--- config.mk ---
export PLATFORM = sky130hd
export DESIGN_NAME = plc_input_image_flat
export DESIGN_NICKNAME = d
export VERILOG_FILES = /design/src/rtl/plc_io_pkg.sv /design/src/rtl/plc_input_image_if.sv /design/src/rtl/plc_debounce_bit.sv /design/src/rtl/plc_input_image.sv /design/src/flat_wrapper.sv
export SDC_FILE = /design/constraint.sdc
export NUM_CORES = 1
export LEC_CHECK = 0
export CAP_MARGIN = 25
export CORE_ASPECT_RATIO = 0.8
export CORE_MARGIN = 2
export CORE_UTILIZATION = 40
export DETAILED_ROUTE_END_ITERATION = 10
export PLACE_DENSITY = 0.58
export SLEW_MARGIN = 20
export SYNTH_ARGS = -nofsm -noshare
export SYNTH_HDL_FRONTEND = slang
export SYNTH_SLANG_ARGS = --single-unit
--- constraint.sdc ---
create_clock -name clk -period 2.99 [get_ports clk]
set_input_delay 0.598 -clock clk [delete_from_list [all_inputs] [get_ports clk]]
set_output_delay 0.598 -clock clk [all_outputs]
set_load 0.01 [all_outputs]
--- src/rtl/plc_io_pkg.sv ---
// plc_io_pkg: shared constants and snapshot state type for the PLC input image
package plc_io_pkg;
  localparam int TICK_HZ = 1000;
  localparam int N_IN_DEF = 6;
  localparam int DEB_TICKS_DEF = 5;
  localparam int WDOG_TICKS_DEF = 100;
  typedef enum logic [1:0] {FIRST, RUN, IDLE} snap_state_e;
endpackage

--- src/rtl/plc_input_image_if.sv ---
// plc_input_image_if: snapshot bus between the scan sequencer and the input image reader
interface plc_input_image_if #(parameter int N_IN = plc_io_pkg::N_IN_DEF);
  logic snap_req;
  logic img_valid;
  logic scan_fault;
  logic [N_IN-1:0] img;
  logic [N_IN-1:0] img_rise;
  logic [N_IN-1:0] img_fall;
  logic [N_IN-1:0] deb;
  modport master (output snap_req, input img, img_rise, img_fall, img_valid, deb, scan_fault);
  modport slave (input snap_req, output img, img_rise, img_fall, img_valid, deb, scan_fault);
endinterface

--- src/rtl/plc_debounce_bit.sv ---
// plc_debounce_bit: two-flop synchronizer, optional inversion and tick-based debounce for one input
import plc_io_pkg::*;
module plc_debounce_bit #(
  parameter int DEB_TICKS = DEB_TICKS_DEF,
  parameter bit ACTIVE_LOW = 1'b1
) (
  input  logic clk,
  input  logic rst,
  input  logic tick,
  input  logic raw,
  output logic deb
);
  localparam int CW = DEB_TICKS > 0 ? $clog2(DEB_TICKS + 1) : 1;
  logic [1:0] sync_q, sync_d;
  logic deb_q, deb_d, s, last;
  logic [CW-1:0] cnt_q, cnt_d;
  // next state: shift synchronizer, count ticks while the level disagrees, accept on the final tick
  always_comb begin
    sync_d = {sync_q[0], raw};
    s = sync_q[1] ^ ACTIVE_LOW;
    last = int'(cnt_q) + 1 >= DEB_TICKS;
    cnt_d = (s == deb_q) ? '0 : !tick ? cnt_q : last ? '0 : cnt_q + 1'b1;
    deb_d = (s != deb_q && tick && last) ? s : deb_q;
  end
  // state register; synchronizer resets to the idle raw level so s starts deasserted
  always_ff @(posedge clk or negedge rst) begin
    if (!rst) begin
      sync_q <= {2{ACTIVE_LOW}};
      deb_q <= 1'b0;
      cnt_q <= '0;
    end else begin
      sync_q <= sync_d;
      deb_q <= deb_d;
      cnt_q <= cnt_d;
    end
  end
  assign deb = (DEB_TICKS == 0) ? s : deb_q;
endmodule

--- src/rtl/plc_input_image.sv ---
// plc_input_image: debounced input image with snapshot edge flags and scan-rate watchdog
import plc_io_pkg::*;
module plc_input_image #(
  parameter int N_IN = N_IN_DEF,
  parameter int DEB_TICKS = DEB_TICKS_DEF,
  parameter bit ACTIVE_LOW = 1'b1,
  parameter int WDOG_TICKS = WDOG_TICKS_DEF
) (
  input  logic            clk,
  input  logic            rst,
  input  logic            tick,
  input  logic [N_IN-1:0] raw_in,
  plc_input_image_if.slave bus
);
  localparam int WW = $clog2(WDOG_TICKS + 1);
  logic [N_IN-1:0] deb;
  logic [N_IN-1:0] img_q, img_d, rise_q, rise_d, fall_q, fall_d;
  logic valid_q, valid_d, fault_q, fault_d, snap, wdog_sat, wdog_hit;
  logic [WW-1:0] wcnt_q, wcnt_d;
  snap_state_e state_q, state_d;
  for (genvar g = 0; g < N_IN; g++) begin : g_deb
    plc_debounce_bit #(.DEB_TICKS(DEB_TICKS), .ACTIVE_LOW(ACTIVE_LOW)) u_deb (
      .clk(clk),
      .rst(rst),
      .tick(tick),
      .raw(raw_in[g]),
      .deb(deb[g])
    );
  end
  // snapshot FSM and watchdog next state; a snap on the terminal tick wins over the fault
  always_comb begin
    snap = bus.snap_req;
    wdog_sat = wcnt_q == WW'(WDOG_TICKS);
    wdog_hit = state_q != FIRST && !snap && tick && !wdog_sat && int'(wcnt_q) + 1 >= WDOG_TICKS;
    wcnt_d = (state_q == FIRST || snap) ? '0 : (tick && !wdog_sat) ? wcnt_q + 1'b1 : wcnt_q;
    fault_d = fault_q | wdog_hit;
    state_d = (state_q == FIRST) ? (snap ? RUN : FIRST) : (state_q == RUN && wdog_hit) ? IDLE : state_q;
    img_d = snap ? deb : img_q;
    rise_d = !snap ? rise_q : (state_q == FIRST) ? '0 : deb & ~img_q;
    fall_d = !snap ? fall_q : (state_q == FIRST) ? '0 : ~deb & img_q;
    valid_d = snap;
  end
  // state register
  always_ff @(posedge clk or negedge rst) begin
    if (!rst) begin
      state_q <= FIRST;
      img_q <= '0;
      rise_q <= '0;
      fall_q <= '0;
      valid_q <= 1'b0;
      fault_q <= 1'b0;
      wcnt_q <= '0;
    end else begin
      state_q <= state_d;
      img_q <= img_d;
      rise_q <= rise_d;
      fall_q <= fall_d;
      valid_q <= valid_d;
      fault_q <= fault_d;
      wcnt_q <= wcnt_d;
    end
  end
  assign bus.img = img_q;
  assign bus.img_rise = rise_q;
  assign bus.img_fall = fall_q;
  assign bus.img_valid = valid_q;
  assign bus.scan_fault = fault_q;
  assign bus.deb = deb;
endmodule

--- src/flat_wrapper.sv ---
// flat-port wrapper written by rule: the top's interface ports become plain ports
module plc_input_image_flat 
#(
  parameter int N_IN = N_IN_DEF,
  parameter int DEB_TICKS = DEB_TICKS_DEF,
  parameter bit ACTIVE_LOW = 1'b1,
  parameter int WDOG_TICKS = WDOG_TICKS_DEF
)
  (clk, rst, tick, raw_in, bus_snap_req, bus_img, bus_img_rise, bus_img_fall, bus_img_valid, bus_deb, bus_scan_fault);
  plc_input_image_if #(.N_IN(N_IN)) bus_i ();
  input  logic clk;
  input  logic rst;
  input  logic tick;
  input  logic [N_IN-1:0] raw_in;
  input wire logic [$bits(bus_i.snap_req)-1:0] bus_snap_req;
  output wire logic [$bits(bus_i.img)-1:0] bus_img;
  output wire logic [$bits(bus_i.img_rise)-1:0] bus_img_rise;
  output wire logic [$bits(bus_i.img_fall)-1:0] bus_img_fall;
  output wire logic [$bits(bus_i.img_valid)-1:0] bus_img_valid;
  output wire logic [$bits(bus_i.deb)-1:0] bus_deb;
  output wire logic [$bits(bus_i.scan_fault)-1:0] bus_scan_fault;
  assign bus_i.snap_req = bus_snap_req;
  assign bus_img = bus_i.img;
  assign bus_img_rise = bus_i.img_rise;
  assign bus_img_fall = bus_i.img_fall;
  assign bus_img_valid = bus_i.img_valid;
  assign bus_deb = bus_i.deb;
  assign bus_scan_fault = bus_i.scan_fault;
  plc_input_image #(.N_IN(N_IN), .DEB_TICKS(DEB_TICKS), .ACTIVE_LOW(ACTIVE_LOW), .WDOG_TICKS(WDOG_TICKS)) u_core (.clk(clk), .rst(rst), .tick(tick), .raw_in(raw_in), .bus(bus_i));
endmodule
* After elaboration in Yosys (flattened, before gate mapping)
Index checks and enable logic that the tools add are counted.
** Word-level totals
- Memory bits (writable) :: 0
- Word-level logic and storage cells :: 127
- Register bits :: 65
- Bits in latches :: 0
- Memories kept :: 0
- ROM bits :: 0
- Input port bits :: 10
- Output and inout bits :: 26
** Cells by class
- Bitwise logic cells :: 11
- $lt $le $gt $ge :: 7
- Div/mod/pow operators :: 0
- Equality and inequality tests :: 14
- Shift operators :: 0
- Multiply operators :: 0
- Reduce and logical (&&, ||, !) cells :: 31
- Add/subtract/negate cells :: 14
- Multiplexer cells :: 25
** Operator list (count)
- $mux 3 :: 18
- $ge 32x8->1 const B :: 1
- $add 3x1->4 const B :: 6
- $ge 4x3->1 const B :: 6
- $add 3x1->3 const B :: 6
- $logic_and 1x1->1 :: 18
- $reduce_bool 2->1 :: 9
- $mux 7 :: 2
- $and 6x6->6 :: 2
- $mux 6 :: 2
- $not 6->6 :: 2
- $add 7x1->8 const B :: 1
- $add 7x1->7 const B :: 1
- $eq 7x7->1 const B :: 1
- $eq 1x1->1 :: 6
- $ne 1x1->1 :: 6
- $not 1->1 :: 6
- $mux 2 :: 2
- $eq 2x1->1 const B :: 1
- $logic_not 1->1 :: 2
- $logic_not 2->1 :: 1
- $logic_or 1x1->1 :: 1
- $mux 1 :: 1
- $or 1x1->1 :: 1

* Logic depth before layout (Yosys ltp)
Gate-level depths: netlist (run 1).
- Depth after elaboration :: 8
- Mapped depth :: 6

* Hierarchy
A second synthesis (run 1) with hierarchy kept.
** Second synthesis, totals
- Cells, all modules :: 321
- Area, all modules :: 3370.7 um^2
** Modules (own cells, without submodules)
- plc_debounce_bit :: times used 6, area each 334.1 um^2, cells an instance 31, seq. area each 152.6 um^2
- plc_input_image :: times used 1, area each 1366.3 um^2, cells an instance 135, seq. area each 725.7 um^2

* Worst setup path after synthesis (run 1)
Ideal clock, no wire load.
- Kind :: reg-to-reg
- From :: register u_core.g_deb[5].u_deb.cnt_q[0]
- To :: register u_core.g_deb[5].u_deb.cnt_q[0]
- Path slack :: 1.566 ns
- Path buffers :: 0
- Clock period less this slack :: 1.424 ns
- Arrival :: 1.347 ns
- Data required time :: 2.913 ns
- Stages on the path, launching flop included :: 6
- Cells stage by stage :: dfrtp_1 ha_1 xnor2_1 o21ai_0 or3_1 a21oi_1
** Between the ends
- Word-level cells in the longest chain between the ends :: 5
** RTL lines
- start: declaration :: RTL line plc_debounce_bit.sv:16 : logic [CW-1:0] cnt_q, cnt_d;
- start signal: assignment :: RTL line plc_debounce_bit.sv:34 : cnt_q <= cnt_d;
- $add 3x1->4 :: RTL line plc_debounce_bit.sv:21 : last = int'(cnt_q) + 1 >= DEB_TICKS;
- $ge 4x3->1 :: RTL line plc_debounce_bit.sv:21
- $mux 3 (*) (3 in a row) :: RTL line plc_debounce_bit.sv:22 : cnt_d = (s == deb_q) ? '0 : !tick ? cnt_q : last ? '0 : cnt_q + 1'b1;
Every way passes the cells marked *; elsewhere a longest branch is shown, timed or not. The select of a mux whose other input is x is not followed.
A chain may end at the register's enable or synchronous reset.

* Worst setup path after layout (run 1)
- From :: register u_core.g_deb[3].u_deb.deb_q
- To :: output port bus_deb[3]
** RTL lines
- start: declaration :: RTL line plc_debounce_bit.sv:15 : logic deb_q, deb_d, s, last;
- start signal: assignment :: RTL line plc_debounce_bit.sv:29 : deb_q <= 1'b0;
- start signal: assignment :: RTL line plc_debounce_bit.sv:33 : deb_q <= deb_d;
- end: declaration :: RTL line flat_wrapper.sv:20 : output wire logic [$bits(bus_i.deb)-1:0] bus_deb;
No word-level cell between the ends.

==> out/metrics.yaml, run 1 <==
vdd_drop_max_v: 0.000386
crit_fanout: 7
drive_gt1_share_pct: 11.4
tightest_slew_ns: 0.611
fin_crit_sh_pct: 70.2
clockRootBuffer: "clkbuf_8"
clkLatencyLatePin_ns: 0.34
crit_path_max_incr_delay_ns: 0.61
crit_buf_inv: 1
clkPwrFrac_pct: 27.5
slew_violations: 0
io_buffer_count: 35
grt_pass1_vias: 2342
max_freq_ghz: 0.476
synth_seq_cells: 65
swShare_pct: 32.5
critPathTopFamily: "buffers and inverters"
rsz0062_at_grt: "false"
vias_per_cell: 5.06
syn_area_um2: 3290
power_frac_comb_pct: 28.6
clk_path_buf_depth: 2
post-route-min-period_ns: 2.10
crit_type: "reg -> out"
syn2layout_area_growth_pct: 19.5
wl_um: 6450
skew_ns: 0.0100
coreArea_um2: 7950
status: "finished, final reports clean"
row_count: 29
post-cts-setup-buffer-count: 0
fin_nets: 385
dp_hpwl_um: 4470
dieArea_um2: 8970
worstSetupEndpointType: "primary output"
gp_congestion: 0.750
cts_tree: "yes"
grt_max_degree: 26
p_per_area_nw_per_um2: 768
nFillCells: 756
n_antenna_cell: 0
syn_area_per_cell_um2: 10.2
syn_inst: 321
synth_cell_types: 55
postPlaceCellArea_um2: 3700
min_path_type: "in -> async"
vias: 2369
start_kind: "register"
leakage_uw: 0.00179
die_w_um: 105
wl_per_cell_um: 13.8
die_h_um: 85.1
start_util_pct: 41.4
final.setup.tns_ns: 0
synthArstFlopShare_pct: 100
cap_violations: 0
grt_pass1_wl_um: 11300
slowest_stage: "clkdlybuf4s50_1"
finalSetupViolCount: 0
ys_seq_area_share_pct: 49.9
io_pins: 36
h-tree-depth: 3
sequentialPowerShare_pct: 43.9
critical_path_required_ns: 2.39
grt_remaining_overflow: 0
worstPathArrival_ns: 1.50
grt_usage_pct: 15.9
cellInternalPower_uw: 2040
drt_first_pass_iters: 4
synthesis.nets: 351
hold_buffers: 0
first_iter_violations: 120
cts.sinks: 65
finish.instance_area_um2: 3930
ctsResizeCount: 0
synth_edf_count: 0
slew_headroom_pct: 59.2
hold_viol_final: 0
switching_power_uw: 982
postRouteAntennaNets: 0
cts-buffers-inserted: 9
worstPathCellList: "clkdlybuf4s50_1"
antenna_found_initial: 0
drc: 0
synth_ff_type: "dfrtp_1"
yosysWarnings: 0
cts.clk_slew.worst_paths_ns: 0.07
path summary, 6_finish.rpt:
kind / cells after the start / to / start / slack (ns)
setup / recovery: 1 / bus_deb[3] / u_core.g_deb[3].u_deb.deb / 0.89
hold / removal: 1 / u_core.g_deb[3].u_deb.deb / rst / 0.22
setup reg to reg: 5 / u_core.g_deb[5].u_deb.cnt_q[0] / u_core.g_deb[5].u_deb.cnt_q[0] / 1.39
hold reg to reg: 0 / u_core.g_deb[1].u_deb.sync_q[1] / u_core.g_deb[1].u_deb.sync_q[0] / 0.35
max in group asynchronous: 2 / u_core.g_deb[2].u_deb.sync_q[1] / rst / 2.00
min in group clk: 0 / u_core.g_deb[1].u_deb.sync_q[1] / u_core.g_deb[1].u_deb.sync_q[0] / 0.35
synth_stat cells (2+ instances only):
cell type | n | area share (%)
a211oi_1 | 2 | 0.46
a21o_1 | 3 | 0.68
a21oi_1 | 17 | 2.6
a31oi_1 | 2 | 0.38
a32oi_1 | 2 | 0.53
buf_2 | 7 | 1.1
buf_4 | 6 | 1.4
buf_6 | 2 | 0.68
clkbuf_1 | 3 | 0.34
dfrtp_1 | 53 | 40
dfstp_2 | 12 | 9.6
ha_1 | 20 | 7.6
inv_1 | 41 | 4.7
mux2i_1 | 5 | 1.5
nand2_1 | 20 | 2.3
nand2b_1 | 4 | 0.76
nand3_1 | 12 | 1.8
nand3b_1 | 2 | 0.46
nand4_1 | 3 | 0.57
nor2_1 | 15 | 1.7
nor2b_1 | 6 | 1.1
nor3_1 | 4 | 0.61
o21ai_0 | 17 | 2.6
o22ai_1 | 3 | 0.57
o31ai_1 | 2 | 0.46
o32ai_1 | 13 | 3.5
or3_1 | 4 | 0.76
xnor2_1 | 5 | 1.3
xor2_1 | 10 | 2.7
per-stage QoR:
| step | util [%] | cells | hold slack (ns) | setup slack, ns | power, uW |
|---|---|---|---|---|---|
| 2_1_floorplan | - | 321 | 0.302 | 1.57 | 1830 |
| 3_3_place_gp | 46.6 | 452 | 0.345 | 0.856 | 2190 |
| 3_5_place_dp | 46.6 | 452 | 0.347 | 0.843 | 2210 |
| 4_1_cts | 49.5 | 468 | 0.226 | 0.858 | 3060 |
| 5_1_grt | 49.5 | 468 | 0.237 | 0.833 | 3250 |
| 6_report | 49.5 | 468 | 0.220 | 0.891 | 3020 |
cell usage in the layout (no fill, tap or decap), types with 2 or more instances in the layout:
| cell type | count |
|---|---|
| a21o_1 | 3 |
| ha_1 | 20 |
| buf_4 | 7 |
| o31ai_1 | 2 |
| xor2_1 | 10 |
| a211oi_1 | 2 |
| nand3_1 | 12 |
| clkdlybuf4s50_1 | 34 |
| nor3_1 | 4 |
| xnor2_1 | 5 |
| a32oi_1 | 2 |
| nand4_1 | 3 |
| nand2_1 | 20 |
| or3_1 | 4 |
| o32ai_1 | 13 |
| o22ai_1 | 3 |
| nand3b_1 | 2 |
| a21oi_1 | 17 |
| mux2i_1 | 5 |
| nor2_1 | 15 |
| dfrtp_1 | 53 |
| o21ai_0 | 17 |
| a31oi_1 | 2 |
| inv_1 | 41 |
| dfstp_2 | 12 |
| nor2b_1 | 6 |
| clkbuf_8 | 14 |
| nand2b_1 | 4 |
final cells by class:
class                           instances  area [um^2]  area share, %
Sequential cell                        65         1640           41.8
Multi-Input combinational cell        196         1380           35.0
Tap cell                              108          135           3.44
Clock buffer                           15          196           5.00
Inverter                               41          154           3.92
Clock inverter                          1         30.0          0.764
Timing Repair Buffer                   42          398           10.1
power groups by stage:
stage                     clock network [uW]  logic [uW]  registers [uW]
after floorplan                            0         529            1300
after global placement                     0         856            1330
after detailed placement                   0         876            1330
after CTS                                856         880            1330
after global routing                     892         993            1370
final                                    830         865            1320
state kept, by name (all words and copies together), names as in the netlist:
signal                     cells
u_core.bus.img_rise            6
u_core.bus.img                 6
u_core.g_deb.u_deb.deb         6
u_core.wcnt_q                  7
u_core.g_deb.u_deb.cnt_q      18
u_core.bus.img_valid           1
u_core.bus.img_fall            6
u_core.g_deb.u_deb.sync_q     12
u_core.bus.scan_fault          1
u_core.state_q                 2
kinds of logic after synthesis:
kind of cell | count (synthesis) | synth area share (%)
AO/OA/AOI/OAI | 77 | 16.2
XOR/XNOR | 15 | 4.00
adder cells (fa/ha/maj) | 20 | 7.61
buffers and inverters | 60 | 8.26
flip-flops | 65 | 49.9
multiplexers | 5 | 1.52
AND/OR/NAND/NOR | 79 | 12.5
per-layer routing:
| layer | track usage [%] | share of wire [%] |
|---|---|---|
| met5 | 0 | 0 |
| met4 | 4.73 | 0.74 |
| met3 | 5.84 | 4.7 |
| met2 | 24.1 | 44 |
| met1 | 21.5 | 51 |
(Power assumes the default switching activity.)
==> inputs of run 2 (changes only) <==
Clock period 2.99 ns to 2.07 ns, I/O delays scaled along.
==> run 2 against run 1 <==
- clock skew is 0.0012 ns higher
- total power is 42% higher
- first-iteration DRC count is 18% lower
- die area stayed put
- highest routed layer unchanged
- sequential cell count stayed put
- combinational power is 50% higher
- critical path depth stayed put
- sequential power is 43% higher
- sequential share of layout area hardly changed
==> out/metrics.yaml, run 2 (synthesized netlist as in run 1, its figures left out) <==
status: "finished, final reports clean"
layout_commonest_cell: "dfrtp_1"
tightest_slew_ns: 0.473
syn2layout_area_growth_pct: 19.5
wl_um: 6370
cts.clk_slew.worst_paths_ns: 0.08
hold_viol_final: 0
drt_first_pass_iters: 4
die_h_um: 85.1
skew_ns: 0.0112
worstPathArrival_ns: 1.52
largest_reg_flops: 18
final.setup.tns_ns: 0
crit_fanout: 7
grt_max_degree: 66
finalSetupViolCount: 0
hold_buffers: 0
drc: 0
critical_path_required_ns: 1.66
layout.cells.most_common_list: "dfrtp_1 (53), inv_1 (41), clkdlybuf4s50_1 (34)"
grt_remaining_overflow: 0
worstPathCellList: "clkdlybuf4s50_1"
grt_usage_pct: 16.3
cap_violations: 0
rsz0062_at_grt: "false"
cts-buffers-inserted: 9
slew_headroom_pct: 68.4
power_uw: 4300
wl_per_cell_um: 13.6
post-cts-setup-buffer-count: 0
crit_buf_inv: 1
io_pins: 36
vias: 2358
slew_violations: 0
grt_pass1_wl_um: 11500
clk_path_buf_depth: 2
crit_type: "reg -> out"
top_register: "u_core.g_deb.u_deb.cnt_q"
first_iter_violations: 99
dieArea_um2: 8970
p_per_area_nw_per_um2: 1090
io_buffer_count: 35
max_freq_ghz: 0.517
gp_congestion: 0.779
ctsResizeCount: 0
start_util_pct: 41.4
dp_hpwl_um: 4320
die_w_um: 105
vias_per_cell: 5.03
fin_nets: 386
h-tree-depth: 3
top_regs: "u_core.g_deb.u_deb.cnt_q (18), u_core.g_deb.u_deb.sync_q (12), u_core.wcnt_q (7)"
min_path_type: "in -> async"
cts_tree: "yes"
coreArea_um2: 7950
startpoint: "u_core.g_deb[3].u_deb.deb"
seqCellArea_um2: 1640
postRouteAntennaNets: 0
nFillCells: 758
vdd_drop_max_v: 0.000525
clockRootBuffer: "clkbuf_8"
multiInputGateArea_um2: 1380
r2r_start: "u_core.g_deb[5].u_deb.cnt_q[0]"
critPathTopFamily: "buffers and inverters"
worstSetupEndpointType: "primary output"
start_kind: "register"
post-route-min-period_ns: 1.93
cts.sinks: 65
grt_pass1_vias: 2348
fin_crit_sh_pct: 93.4
drive_gt1_share_pct: 11.9
leakage_uw: 0.00179
row_count: 29
slowest_stage: "clkdlybuf4s50_1"
antenna_found_initial: 0
crit_path_max_incr_delay_ns: 0.61
clkLatencyLatePin_ns: 0.35
n_antenna_cell: 0
[run 2: changes by cell type in the layout (fill, tap and decap cells not counted)]
cell and delta:
clkinv_2 +1, buf_12 +1, clkinvlp_4 +2, clkinv_4 +2
clkbuf_1 -1, clkbuf_8 -4
[run 2: per-stage QoR]
stage	hold slack (ns)	setup WS, ns	std cells	utilization (%)	cell area, um^2
final	0.0735	0.137	469	49.4	3930
after global placement	0.345	0.278	453	46.9	3720
after floorplan	0.118	0.646	321	-	3290
after detailed placement	0.347	0.255	453	46.9	3720
after global routing	0.0781	0.0710	469	49.4	3930
after CTS	0.0776	0.113	469	49.4	3930
[run 2: area by class of cell]
class	instances	area share (%)
clock inverter	6	1.72
sequential	65	41.8
inverter	41	3.92
multi-input combinational	196	35.0
timing repair buffer	43	10.6
tap	108	3.44
clock buffer	10	3.50
[run 2: worst paths after layout]
kind | endpoint | slack, ns | depth (start not counted)
max | bus_deb[3] | 0.14 | 1
min in group clk | u_core.g_deb[1].u_deb.sync_q[1] | 0.35 | 0
min reg2reg | u_core.g_deb[1].u_deb.sync_q[1] | 0.35 | 0
max in group asynchronous | u_core.g_deb[1].u_deb.sync_q[0] | 1.68 | 2
min | u_core.g_deb[5].u_deb.cnt_q[0] | 0.07 | 2
max reg2reg | u_core.g_deb[5].u_deb.cnt_q[0] | 0.47 | 5
[run 2: where the power goes]
group	switching, uW	total [uW]	internal, uW	leakage (uW)
registers	330	1890	1560	0.000809
logic	623	1300	676	0.000878
clock network	518	1110	590	0.0000985
total	1470	4300	2830	0.00179
[run 2: per-layer routing]
metal / wire length, um / global-route usage, % / vias to the layer above
met5: 0 / 0 / -
met4: 74 / 5.45 / 0
met3: 321 / 5.76 / 9
met2: 2560 / 22.5 / 46
met1: 3410 / 23.8 / 1127
li1: - / - / 1176
==> inputs of run 3 (changes only) <==
Settings changed: SETUP_SLACK_MARGIN set to 0.02.
==> results of run 3 <==
Same layout as run 2: the final DEF is identical, and so are final timing and power.
